[src/rtl/pipe_mux.sv]
// pipe_mux: registered channel selector with a two-entry skid buffer.
// Each accepted beat captures one channel of in_data (or zero plus an error
// flag for an out-of-range select). The beat is held in a head register that
// drives the outputs and, under backpressure, in a skid register behind it.
// Handshake outputs are decoded from the state register only.
module pipe_mux #(
  parameter int unsigned WIDTH     = 5,
  parameter int unsigned CHANNELS  = 2,
  parameter int unsigned SEL_WIDTH = 1
) (
  input  logic                      clk,
  input  logic                      rst_n,
  input  logic                      flush,
  input  logic [CHANNELS*WIDTH-1:0] in_data,
  input  logic [SEL_WIDTH-1:0]      sel,
  input  logic                      in_valid,
  output logic                      in_ready,
  output logic [WIDTH-1:0]          out_data,
  output logic                      out_err,
  output logic                      out_valid,
  input  logic                      out_ready
);

  typedef enum logic [1:0] {
    EMPTY = 2'd0,
    ONE   = 2'd1,
    TWO   = 2'd2
  } state_t;

  state_t             state_q, state_d;
  logic [WIDTH-1:0]   head_data_q, head_data_d;
  logic               head_err_q, head_err_d;
  logic [WIDTH-1:0]   skid_data_q, skid_data_d;
  logic               skid_err_q, skid_err_d;

  logic [WIDTH-1:0]   beat_data;
  logic               beat_err;
  logic               accept;
  logic               drain;

  // Handshake flags depend on the state register alone.
  assign in_ready  = (state_q != TWO);
  assign out_valid = (state_q != EMPTY);
  assign out_data  = head_data_q;
  assign out_err   = head_err_q;

  assign accept = in_valid & in_ready;
  assign drain  = out_valid & out_ready;

  // Select the addressed channel; an out-of-range select yields zero data.
  always_comb begin
    beat_data = '0;
    beat_err  = (32'(sel) >= CHANNELS);
    for (int unsigned k = 0; k < CHANNELS; k++) begin
      if (32'(sel) == k) begin
        beat_data = in_data[k*WIDTH +: WIDTH];
      end
    end
  end

  // Next state and register contents; flush overrides any handshake.
  always_comb begin
    state_d     = state_q;
    head_data_d = head_data_q;
    head_err_d  = head_err_q;
    skid_data_d = skid_data_q;
    skid_err_d  = skid_err_q;

    case (state_q)
      EMPTY: begin
        if (accept) begin
          state_d     = ONE;
          head_data_d = beat_data;
          head_err_d  = beat_err;
        end
      end
      ONE: begin
        if (accept && drain) begin
          head_data_d = beat_data;
          head_err_d  = beat_err;
        end else if (accept) begin
          state_d     = TWO;
          skid_data_d = beat_data;
          skid_err_d  = beat_err;
        end else if (drain) begin
          state_d = EMPTY;
        end
      end
      TWO: begin
        if (drain) begin
          state_d     = ONE;
          head_data_d = skid_data_q;
          head_err_d  = skid_err_q;
        end
      end
      default: begin
        state_d = EMPTY;
      end
    endcase

    if (flush) begin
      state_d     = EMPTY;
      head_data_d = '0;
      head_err_d  = 1'b0;
      skid_data_d = '0;
      skid_err_d  = 1'b0;
    end
  end

  // State and storage registers with asynchronous clear.
  always_ff @(posedge clk or negedge rst_n) begin
    if (!rst_n) begin
      state_q     <= EMPTY;
      head_data_q <= '0;
      head_err_q  <= 1'b0;
      skid_data_q <= '0;
      skid_err_q  <= 1'b0;
    end else begin
      state_q     <= state_d;
      head_data_q <= head_data_d;
      head_err_q  <= head_err_d;
      skid_data_q <= skid_data_d;
      skid_err_q  <= skid_err_d;
    end
  end

endmodule
[config.mk]
export PLATFORM = sky130hd
export DESIGN_NAME = pipe_mux
export DESIGN_NICKNAME = d
export VERILOG_FILES = /design/src/rtl/pipe_mux.sv
export SDC_FILE = /design/constraint.sdc
export NUM_CORES = 1
export LEC_CHECK = 0
export CAP_MARGIN = 5
export CORE_MARGIN = 2
export CORE_UTILIZATION = 30
export CTS_CLUSTER_SIZE = 16
export DETAILED_ROUTE_END_ITERATION = 6
export SYNTH_ARGS = -nofsm -noshare
export SYNTH_HDL_FRONTEND = slang
export SYNTH_SLANG_ARGS = --single-unit
[constraint.sdc]
create_clock -name clk -period 1.9 [get_ports clk]
set_input_delay 0.38 -clock clk [delete_from_list [all_inputs] [get_ports clk]]
set_output_delay 0.38 -clock clk [all_outputs]
set_load 0.1 [all_outputs]
# Word level (Yosys, flattened, before mapping)
# Cells that the tools add are included.
# word_totals
word_cells	49
ff_bits	14
in_bits	16
# op_classes
n_mux	24
bitwise	2
n_eq_ne	9
reduce_logical	9
# op_table
operator	count
$mux W5	8
$pmux W5 S3	1
$mux W2	6
$ne A3 B3 Y1 const B	4
$reduce_and A4 Y1	2
$mux W1	7
$pmux W2 S3	1
$reduce_bool A2 Y1	3
$ne A2 B2 Y1 const B	2
$ne A4 B4 Y1 const B	1
$reduce_bool A4 Y1	1
$pmux W1 S3	1
$reduce_and A3 Y1	1
$and A1 B1 Y1	2
$eq A2 B1 Y1 const B	1
$eq A2 B2 Y1 const B	1
$logic_not A2 Y1	1
$logic_and A1 B1 Y1	1

# Longest topological paths before layout
# logic_depth
word_depth	7
mapped_depth	6
mapped_depth_nobuf	6

# Worst setup path before layout
# Ideal clock, no wire load.
# synth_timing
path_kind	register -> register
start	register state_q[0]
end	register state_q[1]
setup_time_ns	0.136
slack_ns	-0.025
arrival_ns	1.788
period_less_slack_ns	1.925
stages_incl_launch_ff	7
path_buffers	0
required_ns	1.764
cell_sequence	dfrtp_1 inv_1 ha_1 inv_1 a21oi_1 a311oi_1 o32ai_1
# synth_between
elab_chain_cells	6
# synth_rtl
item	line_no	text
start, declared	30	state_t state_q, state_d;
start signal, assigned	119	state_q <= state_d;
$ne A2 B2 Y1 *	42	assign in_ready = (state_q != TWO);
named net in_ready	17	output logic in_ready,
$and A1 B1 Y1 *	47	assign accept = in_valid & in_ready;
$mux W2	81	end else if (accept) begin
$mux W2	78	if (accept && drain) begin
$pmux W2 S3	69	case (state_q)
$mux W2	101	if (flush) begin
# The timed path passes the listed nets; every way through them passes the cells marked *. The select of a mux whose other input is x is not followed.
# A chain may end at the register's enable or synchronous reset.

# Final worst setup path
# layout_timing
start	register state_q[1]
end	register head_data_q[2] (netlist: out_data[2])
# layout_between
elab_chain_cells	5
# layout_rtl
item	line_no	text
$ne A2 B2 Y1 / $reduce_bool A2 Y1 (equally long branches)	42, 43	
$and A1 B1 Y1, on equally long branches	47, 48	
$logic_and A1 B1 Y1	78	
$ne A3 B3 Y1 (no source line)	--	
$reduce_and A4 Y1 (no source line)	--	
end signal, assigned	120	head_data_q <= head_data_d;
end, declared	31	logic [WIDTH-1:0] head_data_q, head_data_d;
# Several ways; a longest one is shown, not always the timed one.

==> reports/metrics.csv <==
metric;value;unit
fp.dieArea;3022;sq um
portBuffers;22;
dr_wl_met2;829;um
setup_tns;0;ps
finalNonFillerCells;140;
power_density;1230;nW/um^2
root_buffer;clkbuf_4;
antenna_found_initial;0;
run_status;complete, no violations;
p_leak;0.4911;nW
slew_violations;0;
critPathMaxFanout;10;
cp_cell_sequence;inv_1 > ha_1 > and2b_2 > a31oi_4 > a221o_1 > a21oi_1;
yosys_most_used_dff;dfrtp_1;
critical_path_class;reg -> reg;
diodes;0;
syn_to_final_growth;49.76;%
core_area;2477;sq um
maxCapViolCount;0;
die_w;54.98;um
fin_crit;1759;ps
finalSetupViolCount;0;
syn_inst;81;
htree_num_levels;1;
ys_ff_latch;12;
synth.most_common_cell;dfrtp_1;
cpPeakStageDelay;400;ps
ctsHoldBuffers;0;
yosysTopAreaCellShare;0.3852;
r2r-start;state_q[1];
crit_path_start_kind;register;
clock.fmax;568.5;MHz
drt_iter0_markers;12;
hold_path.class;in -> async;
vdd_drop_max;0.7354;mV
start_util;0.3146;
clk-insertion-delay-late;280;ps
nNetsFinal;131;
cts_buffer_depth;2;
place_inst;134;
yosysTopAreaCell;dfrtp_1;
routed-via-count;697;
ant_nets;0;
r2r_slack;140;ps
synth_edf_count;0;
synthesis.area;779.5;sq um
wl_per_cell;12.85;um
grt_pass1_vias;651;
cp-end-kind;register;
dr.max_layer_used;met4;
fp-row-count;18;
synth_common_cells;dfrtp_1 (12), inv_1 (11), nor2_1 (10);
slowest_stage;dfrtp_1;
worstReg2RegEnd;out_data[2];
track_usage;0.1422;
cts_sinks;12;
grt_overflow;0;
hpwl;1356;um
cts_tree;built;
clkTransAtPathRegs;80;ps
fin_crit_sh;0.9259;
syn_area_per_cell;9.623;sq um
io_pins;24;
hold_viol;0;
grt_max_degree;13;
remaining_drc_errors;0;
synthArstFlopShare;1.000;
tritoncts.num_buffers;3;
relSlewSlack;0.6361;
drt-met1-wl;837;um
worst_pin_slew;544.1;ps
routed_via_density;4.979;
globalplace.congestion;0.7264;
yosysSeqAreaShare;0.3852;
synth_nets;101;
wl;1799;um
netlist_top_cells_area;dfrtp_1 (39%), mux2_2 (7.2%), a221o_1 (6.4%);
fin_worst_skew;3.968;ps
grt_pass1_wl;2960;um
synth_cell_types;25;
met3_length;84;um
critPathArrivalTime;1930;ps
fp.dieH;54.98;um
r2r_cells;6;
layout-drive-gt1-share;0.2636;
yosysWarnings;0;
required;2070;ps
first_pass_iters;4;
rsz0062_at_grt;no;
-- power by group --
part | leakage (nW) | internal (W) | switching (W)
Clock | 0.0210 | 0.000117 | 0.0000916
Sequential | 0.163 | 0.000305 | 0.0000412
Combinational | 0.307 | 0.000325 | 0.000558
Total | 0.491 | 0.000746 | 0.000690
-- cell type report --
| type | instances | area (sq um) |
|---|---|---|
| inverter | 11 | 48.80 |
| fill | 247 | 1310 |
| tap | 30 | 37.54 |
| clock buffer | 4 | 36.28 |
| timing repair buffer | 28 | 310.3 |
| sequential | 12 | 300.3 |
| multi-input combinational | 55 | 434.2 |
-- per-stage QoR --
stage | utilization | hold slack (ps) | power (W) | setup slack (ps) | instance area, sq um
global placement | 0.4460 | 486.2 | 0.001192 | 42.98 | 1105
finish | 0.4712 | 446.8 | 0.001436 | 140.9 | 1167
detailed placement | 0.4460 | 482.7 | 0.001198 | 17.70 | 1105
global route | 0.4712 | 477.4 | 0.001521 | 9.551 | 1167
CTS | 0.4606 | 466.2 | 0.001411 | 29.05 | 1141
floorplan | - | 84.41 | 0.0009340 | 88.50 | 787.0
-- kinds of logic (layout without fill, tap and decap cells) --
kind of cell,count (synthesis),count (layout),share of synthesized area
AO/OA/AOI/OAI,23,23,0.2472
AND/OR/NAND/NOR,22,22,0.1541
buffers and inverters,14,43,0.07224
flip-flops,12,12,0.3852
multiplexers,5,5,0.07223
adder cells (fa/ha/maj),4,4,0.06421
other,1,1,0.004811
-- repair_timing --
action                                  CTS  global route
resized for setup                         0             2
buffers inserted                          0             2
endpoints found under the setup margin    0             6
-- worst max-delay path, delay by kind of cell (launching register included) --
family / cells / cell delay, ps
AO/OA/AOI/OAI: 3 / 590
flip-flops: 1 / 400
AND/OR/NAND/NOR: 1 / 290
buffers and inverters: 1 / 110
adder cells (fa/ha/maj): 1 / 260
-- state kept, by name, indices dropped and copies added (netlist names) --
signal       cells
skid_data_q      5
state_q          2
out_data         5
-- cell usage in the layout (no fill, tap or decap), drive strengths merged, types with 2 or more instances in the layout --
| cell type | count |
|---|---|
| ha | 4 |
| clkinvlp | 2 |
| nand3 | 5 |
| a22o | 5 |
| clkbuf | 4 |
| inv | 9 |
| a221o | 5 |
| dfrtp | 12 |
| a21oi | 7 |
| nor2 | 10 |
| mux2 | 5 |
| buf | 13 |
| clkdlybuf4s50 | 15 |
-- routing by layer --
metal	vias to the layer above	GRT usage
met5	-	0
met4	0	0.08537
met3	5	0.02688
met2	24	0.2123
met1	323	0.1899
li1	345	-
-- worst max-delay path by stage --
stage / start / cells after the start / end
3_3_place_gp: out_ready / 5 / out_data[0]
4_1_cts: state_q[0] / 4 / in_ready
2_1_floorplan: state_q[0] / 6 / state_q[1]
5_1_grt: state_q[1] / 6 / out_data[2]
3_5_place_dp: in_valid / 5 / out_data[2]
6_report: state_q[1] / 6 / out_data[2]
(Power assumes the default switching activity.)
